### src/rtl/exec_alu_if.sv
// Operand/result bundle between register-file read ports, execute stage and write-back.
// Latency: none, wires only.
// Backpressure: none; the master watches busy and issues start only while the stage is idle.
interface exec_alu_if;
    logic        start;
    logic [3:0]  op;
    logic [31:0] a;
    logic [31:0] b;
    logic [4:0]  shamt;
    logic        busy;
    logic        valid;
    logic [31:0] result;
    logic        zf;
    logic        ovf;
    logic        ill;
    logic [31:0] hi;
    logic [31:0] lo;

    modport master (
        output start, op, a, b, shamt,
        input  busy, valid, result, zf, ovf, ill, hi, lo
    );

    modport slave (
        input  start, op, a, b, shamt,
        output busy, valid, result, zf, ovf, ill, hi, lo
    );
endinterface

### src/rtl/exec_alu.sv
// Execute-stage ALU with optional 32-step mul/div engine into HI/LO (macro EXEC_ALU_MULDIV_EN).
// Latency: 1 cycle for logic/arith/shift/MFHI/MFLO; mul/div has valid 33 cycles after accept.
// Backpressure: start is ignored while busy or in the completion cycle; nothing is queued.
module exec_alu (
    input  logic      clk,
    input  logic      rst_n,
    exec_alu_if.slave io
);
    localparam logic [3:0] OP_AND  = 4'd0;
    localparam logic [3:0] OP_OR   = 4'd1;
    localparam logic [3:0] OP_ADD  = 4'd2;
    localparam logic [3:0] OP_SUB  = 4'd3;
    localparam logic [3:0] OP_SLT  = 4'd4;
    localparam logic [3:0] OP_NOR  = 4'd5;
    localparam logic [3:0] OP_XOR  = 4'd6;
    localparam logic [3:0] OP_SLL  = 4'd7;
    localparam logic [3:0] OP_SRL  = 4'd8;
    localparam logic [3:0] OP_SRA  = 4'd9;
    localparam logic [3:0] OP_MULT = 4'd10;
    localparam logic [3:0] OP_DIV  = 4'd12;
    localparam logic [3:0] OP_MFHI = 4'd14;
    localparam logic [3:0] OP_MFLO = 4'd15;

    logic [31:0] result_q, result_d;
    logic        zf_q, zf_d, ovf_q, ovf_d, ill_q, ill_d, valid_q, valid_d;
    logic [31:0] sum, diff, sc_res;
    logic        sc_ovf, sc_ill;

`ifdef EXEC_ALU_MULDIV_EN
    typedef enum logic [1:0] {S_IDLE, S_RUN, S_DONE} state_t;
    state_t      state_q, state_d;
    logic [4:0]  cnt_q, cnt_d;
    logic [63:0] p_q, p_d;
    logic [31:0] m_q, m_d, hi_q, hi_d, lo_q, lo_d;
    logic        is_div_q, is_div_d, neg_q, neg_d, rneg_q, rneg_d;
    logic        is_md, sa, sb, div_ge, div0;
    logic [31:0] ma, mb, quo_fix, rem_fix;
    logic [32:0] mul_sum, rem_sh, rem_new;
    logic [63:0] step_p, prod_fix;
`endif

    always_comb begin
        sum    = io.a + io.b;
        diff   = io.a - io.b;
        sc_res = '0;
        sc_ovf = 1'b0;
        sc_ill = 1'b0;
        case (io.op)
            OP_AND: sc_res = io.a & io.b;
            OP_OR:  sc_res = io.a | io.b;
            OP_ADD: begin
                sc_res = sum;
                sc_ovf = (io.a[31] == io.b[31]) && (sum[31] != io.a[31]);
            end
            OP_SUB: begin
                sc_res = diff;
                sc_ovf = (io.a[31] != io.b[31]) && (diff[31] != io.a[31]);
            end
            OP_SLT: sc_res = {31'd0, $signed(io.a) < $signed(io.b)};
            OP_NOR: sc_res = ~(io.a | io.b);
            OP_XOR: sc_res = io.a ^ io.b;
            OP_SLL: sc_res = io.b << io.shamt;
            OP_SRL: sc_res = io.b >> io.shamt;
            OP_SRA: sc_res = $unsigned($signed(io.b) >>> io.shamt);
`ifdef EXEC_ALU_MULDIV_EN
            OP_MFHI: sc_res = hi_q;
            OP_MFLO: sc_res = lo_q;
`endif
            default: sc_ill = 1'b1;
        endcase
    end

`ifdef EXEC_ALU_MULDIV_EN
    // Engine works on magnitudes; signs are reapplied when the last step lands.
    always_comb begin
        is_md    = (io.op >= OP_MULT) && (io.op <= 4'd13);
        sa       = ((io.op == OP_MULT) || (io.op == OP_DIV)) && io.a[31];
        sb       = ((io.op == OP_MULT) || (io.op == OP_DIV)) && io.b[31];
        ma       = sa ? (32'd0 - io.a) : io.a;
        mb       = sb ? (32'd0 - io.b) : io.b;
        mul_sum  = {1'b0, p_q[63:32]} + (p_q[0] ? {1'b0, m_q} : 33'd0);
        rem_sh   = {p_q[63:32], p_q[31]};
        div_ge   = (rem_sh >= {1'b0, m_q});
        rem_new  = div_ge ? (rem_sh - {1'b0, m_q}) : rem_sh;
        step_p   = is_div_q ? {rem_new[31:0], p_q[30:0], div_ge} : {mul_sum, p_q[31:1]};
        prod_fix = neg_q ? (64'd0 - step_p) : step_p;
        quo_fix  = neg_q ? (32'd0 - step_p[31:0]) : step_p[31:0];
        rem_fix  = rneg_q ? (32'd0 - step_p[63:32]) : step_p[63:32];
        div0     = (m_q == 32'd0);
    end
`endif

    always_comb begin
        result_d = result_q;
        ovf_d    = ovf_q;
        ill_d    = ill_q;
        valid_d  = 1'b0;
`ifdef EXEC_ALU_MULDIV_EN
        state_d  = state_q;
        cnt_d    = cnt_q;
        p_d      = p_q;
        m_d      = m_q;
        hi_d     = hi_q;
        lo_d     = lo_q;
        is_div_d = is_div_q;
        neg_d    = neg_q;
        rneg_d   = rneg_q;
        case (state_q)
            S_IDLE: if (io.start) begin
                if (is_md) begin
                    state_d  = S_RUN;
                    cnt_d    = 5'd0;
                    is_div_d = io.op[2];
                    neg_d    = sa ^ sb;
                    rneg_d   = sa;
                    m_d      = io.op[2] ? mb : ma;
                    p_d      = {32'd0, io.op[2] ? ma : mb};
                end else begin
                    result_d = sc_res;
                    ovf_d    = sc_ovf;
                    ill_d    = sc_ill;
                    valid_d  = 1'b1;
                end
            end
            S_RUN: begin
                p_d   = step_p;
                cnt_d = cnt_q + 5'd1;
                // Sign fix and HI/LO write happen on the final step so DONE already shows them.
                if (cnt_q == 5'd31) begin
                    state_d = S_DONE;
                    valid_d = 1'b1;
                    ill_d   = 1'b0;
                    if (is_div_q) begin
                        hi_d  = rem_fix;
                        lo_d  = div0 ? 32'hFFFF_FFFF : quo_fix;
                        ovf_d = div0;
                    end else begin
                        {hi_d, lo_d} = prod_fix;
                        ovf_d        = 1'b0;
                    end
                    result_d = lo_d;
                end
            end
            S_DONE:  state_d = S_IDLE;
            default: state_d = S_IDLE;
        endcase
`else
        if (io.start) begin
            result_d = sc_res;
            ovf_d    = sc_ovf;
            ill_d    = sc_ill;
            valid_d  = 1'b1;
        end
`endif
        zf_d = valid_d ? (result_d == 32'd0) : zf_q;
    end

    always_ff @(posedge clk or negedge rst_n) begin
        if (!rst_n) begin
            result_q <= '0;
            zf_q     <= 1'b0;
            ovf_q    <= 1'b0;
            ill_q    <= 1'b0;
            valid_q  <= 1'b0;
`ifdef EXEC_ALU_MULDIV_EN
            state_q  <= S_IDLE;
            cnt_q    <= '0;
            p_q      <= '0;
            m_q      <= '0;
            hi_q     <= '0;
            lo_q     <= '0;
            is_div_q <= 1'b0;
            neg_q    <= 1'b0;
            rneg_q   <= 1'b0;
`endif
        end else begin
            result_q <= result_d;
            zf_q     <= zf_d;
            ovf_q    <= ovf_d;
            ill_q    <= ill_d;
            valid_q  <= valid_d;
`ifdef EXEC_ALU_MULDIV_EN
            state_q  <= state_d;
            cnt_q    <= cnt_d;
            p_q      <= p_d;
            m_q      <= m_d;
            hi_q     <= hi_d;
            lo_q     <= lo_d;
            is_div_q <= is_div_d;
            neg_q    <= neg_d;
            rneg_q   <= rneg_d;
`endif
        end
    end

    assign io.result = result_q;
    assign io.zf     = zf_q;
    assign io.ovf    = ovf_q;
    assign io.ill    = ill_q;
    assign io.valid  = valid_q;
`ifdef EXEC_ALU_MULDIV_EN
    assign io.busy   = (state_q == S_RUN);
    assign io.hi     = hi_q;
    assign io.lo     = lo_q;
`else
    assign io.busy   = 1'b0;
    assign io.hi     = '0;
    assign io.lo     = '0;
`endif
endmodule

### src/flat_wrapper.sv
// flat-port wrapper written by rule: the top's interface ports become plain ports
module exec_alu_flat 
  (clk, rst_n, io_start, io_op, io_a, io_b, io_shamt, io_busy, io_valid, io_result, io_zf, io_ovf, io_ill, io_hi, io_lo);
  exec_alu_if io_i ();
  input  logic clk;
  input  logic rst_n;
  input wire logic [$bits(io_i.start)-1:0] io_start;
  input wire logic [$bits(io_i.op)-1:0] io_op;
  input wire logic [$bits(io_i.a)-1:0] io_a;
  input wire logic [$bits(io_i.b)-1:0] io_b;
  input wire logic [$bits(io_i.shamt)-1:0] io_shamt;
  output wire logic [$bits(io_i.busy)-1:0] io_busy;
  output wire logic [$bits(io_i.valid)-1:0] io_valid;
  output wire logic [$bits(io_i.result)-1:0] io_result;
  output wire logic [$bits(io_i.zf)-1:0] io_zf;
  output wire logic [$bits(io_i.ovf)-1:0] io_ovf;
  output wire logic [$bits(io_i.ill)-1:0] io_ill;
  output wire logic [$bits(io_i.hi)-1:0] io_hi;
  output wire logic [$bits(io_i.lo)-1:0] io_lo;
  assign io_i.start = io_start;
  assign io_i.op = io_op;
  assign io_i.a = io_a;
  assign io_i.b = io_b;
  assign io_i.shamt = io_shamt;
  assign io_busy = io_i.busy;
  assign io_valid = io_i.valid;
  assign io_result = io_i.result;
  assign io_zf = io_i.zf;
  assign io_ovf = io_i.ovf;
  assign io_ill = io_i.ill;
  assign io_hi = io_i.hi;
  assign io_lo = io_i.lo;
  exec_alu u_core (.clk(clk), .rst_n(rst_n), .io(io_i));
endmodule
### config.mk
export PLATFORM = sky130hd
export DESIGN_NAME = exec_alu_flat
export DESIGN_NICKNAME = d
export VERILOG_FILES = /design/src/rtl/exec_alu_if.sv /design/src/rtl/exec_alu.sv /design/src/flat_wrapper.sv
export SDC_FILE = /design/constraint.sdc
export NUM_CORES = 1
export LEC_CHECK = 0
export ABC_AREA = 0
export CAP_MARGIN = 0
export CORE_ASPECT_RATIO = 0.6
export CORE_MARGIN = 5
export CORE_UTILIZATION = 46
export DETAILED_ROUTE_END_ITERATION = 6
export DONT_BUFFER_PORTS = 1
export PLACE_DENSITY = 0.64
export SLEW_MARGIN = 20
export SYNTH_ARGS = -nofsm -noshare
export SYNTH_HDL_FRONTEND = slang
export SYNTH_SLANG_ARGS = --single-unit
### constraint.sdc
create_clock -name clk -period 6.3 [get_ports clk]
set_clock_uncertainty 0.05 [all_clocks]
set_input_delay 0.945 -clock clk [delete_from_list [all_inputs] [get_ports clk]]
set_output_delay 0.945 -clock clk [all_outputs]
set_load 0.1 [all_outputs]
==> flow_summary_export.csv <==
group,metric,value,unit
run_status,status,"complete, no violations",
synthesis,seq_area_frac_synth,7.30,%
power_and_ir_drop,vdd_drop_max,0.0000978,V
clock_network,clk_latency,0.29,ns
clock_network,postCtsSetupBuffers,0,
worst_setup_path,cp_max_fo,60,
synthesis,synth-async-reset-ratio,100,%
synthesis,synthFlopType,"dfrtp_1",
worst_setup_path,r2r-start,"u_core.io.result[17]",
worst_setup_path,cp.required,6.45,ns
global_route,antenna_found_initial,2,
placed_design,place_area,12300,um^2
sta,fin_crit_sh,79.3,%
synthesis,avgSynthCellArea,7.17,um^2
placed_design,port_buffers,0,
cells_and_area,seq_area,901,um^2
floorplanning,fp.dieArea,30300,um^2
synthesis,ys_ff_latch,36,
global_route,grt_pass1_wl,92600,um
cells_and_area,final_area,12500,um^2
sta,setup_ws,1.30,ns
sta,slew_headroom,15.8,%
sta,final-hold-violation-count,0,
synthesis,ys_types,92,
run,cap_violations,0,
worst_setup_path,cp.arrival,5.14,ns
floorplanning,core_area,26400,um^2
global_route,overflow,0,
worst_setup_path,r2r_end,"u_core.io.zf",
floorplanning,die_w,221,um
drt,dr.pass1.iters,6,
sta,maxSlewViolCount,0,
drt,vias,14478,
sta,setup_viol,0,
drt,wirelength,64800,um
floorplanning,die_h,137,um
clock_network,clock_path_buffers,2,
worst_setup_path,reg2reg_slack,2.40,ns
worst_hold_path,hold_class,"in -> async",
cells_and_area,num-nets-final,1813,
power_and_ir_drop,powerDensity,152,nW/um^2
floorplanning,io_pins,177,
cells_and_area,drive_above_1_share,9.47,%
drt,ant_nets,0,
cells_and_area,area_delta_synth_final,1.05,%
cells_and_area,final_core_util,47.2,%
sta,rsz0062_at_grt,"false",
placed_design,place_inst,1988,
clock_network,cts_root_buffer,"clkbuf_16",
synthesis,synthesis.area,12300,um^2
cells_and_area,multi_input_area,10300,um^2
sta,fin_setup_tns,0,ns
synthesis,ys_warn_count,0,
worst_setup_path,start_kind,"input port",
synthesis,synthesis.instances,1722,
clock_network,cts_buffers,5,
global_route,grt_pass1_vias,13011,
cells_and_area,instances_no_fill,1996,
sta,worstMarginPinSlew,1.23,ns
global_route,grt_start_max_net_pins,95,
power_and_ir_drop,leakage,5.18,nW
floorplanning,start_util,46.7,%
worst_setup_path,worst_r2r_path_depth,11,
synthesis,synth_edf_count,0,
worst_setup_path,critPathKind,"in -> reg",
clock_network,cts_resized,0,
placed_design,dp_hpwl,51000,um
clock_network,clk_pin_slew,0.06,ns
drt,drc,0,
sta,fmax,200,MHz
clock_network,cts_tree,"yes",
cells_and_area,fillCellCount,2760,
drt,viasPerCell,7.25,
worst_setup_path,crit_path_end_kind,"flop",
floorplanning,rows,46,
drt,wl_per_cell,32.4,um
cells_and_area,n_antenna_cell,0,
placed_design,globalplace.congestion,1.11,
clock_network,clock-sinks,36,
clock_network,cts_hold_buf,0,
global_route,track_usage,40.5,%
placed_design,dp_slack,1.13,ns
clock_network,h-tree-depth,2,
sta,finalCriticalPeriod,5.00,ns
drt,dr.first_iter.drc_count,2544,
## per-stage QoR
stage               total power [mW]  hold WS [ns]
detailed placement              1.57         0.601
global placement                1.58         0.600
floorplan                       1.34         0.599
finish                          1.90         0.292
CTS                             1.85         0.290
global route                    1.96         0.288
## cell usage in the layout (no fill, tap or decap), types with 25 or more instances in the layout
master / instances
a211oi_1: 32
a21oi_1: 126
a31oi_1: 25
buf_4: 38
conb_1: 65
dfrtp_1: 36
ha_1: 100
inv_1: 104
mux2_2: 51
mux2i_1: 66
mux4_2: 25
nand2_1: 150
nand3_1: 41
nor2_1: 139
nor2b_1: 32
nor3_1: 39
o211ai_1: 33
o21ai_0: 84
xnor2_1: 26
## worst max path at each step
stage / start / to / slack [ns] / cells after the start
6_report: io_shamt[2] / u_core.io.zf / 1.30 / 11
5_1_grt: io_a[0] / u_core.io.zf / 1.06 / 16
4_1_cts: io_a[0] / u_core.io.zf / 1.41 / 16
3_5_place_dp: io_a[0] / u_core.io.zf / 1.13 / 16
3_3_place_gp: io_a[0] / u_core.io.zf / 1.14 / 16
2_1_floorplan: io_b[1] / u_core.io.zf / 1.73 / 12
## metal layers
layer  wire length (um)  global-route usage [%]  vias up
li1                   -                       -     6146
met2              24700                    54.9     1188
met1              26500                    56.8     6972
met3              11300                    19.9      166
met4               2040                    9.75        6
met5                207                    4.35        -
## cell usage after synthesis (all sizes together), types with 26 or more instances
cell	number	share of area, %
dfrtp	36	7.3
nor2	139	4.2
inv	106	3.2
xnor2	26	1.8
nor3	39	1.6
nand2	150	4.6
buf	105	5.7
nand3	41	1.7
mux4	26	4.8
a21oi	126	5.1
ha	100	10
mux2i	66	5.4
mux2	54	5.0
a211oi	32	1.9
o211ai	33	2.0
o21ai	85	3.4
clkbuf	91	2.8
nor2b	32	1.6
## flip-flops by register name (all words and copies together), names as in the netlist
signal            cells
u_core.io.zf          1
u_core.io.ovf         1
u_core.io.valid       1
u_core.io.ill         1
u_core.io.result     32
## layout make-up
class,instances,area share [%]
clock buffers,7,1.14
clock inverters,1,0.0602
inverters,108,3.25
multi-input cells,1446,82.4
flip-flops and latches,36,7.22
well taps,360,3.61
repair buffers,38,2.29
## kinds of logic after synthesis
logic type,after synthesis,share of synthesized area (%)
compound gates,564,31.6
xor+xnor,31,2.20
fa+ha+maj,102,10.5
buf+inv,304,11.8
flops,36,7.30
mux,146,15.1
other cells,1,0.0304
simple gates,538,21.5
## where the power goes
group / total, mW / leakage (nW) / internal (mW) / switching [mW]
Clock: 0.274 / 0.0701 / 0.158 / 0.116
Sequential: 0.470 / 0.473 / 0.251 / 0.218
Combinational: 1.15 / 4.63 / 0.356 / 0.799
## worst max-delay path, cell delays in order
cell and delay [ns]:
inv_2 0.59, mux2i_1 0.51, a21oi_1 0.18, o211ai_1 0.18, a21boi_0 0.76, o221ai_1 0.29
or3_1 0.38, or4_1 0.48, and4b_1 0.36, nand4bb_1 0.18, o32ai_2 0.28
No activity file was read; power rests on OpenSTA's default activity.
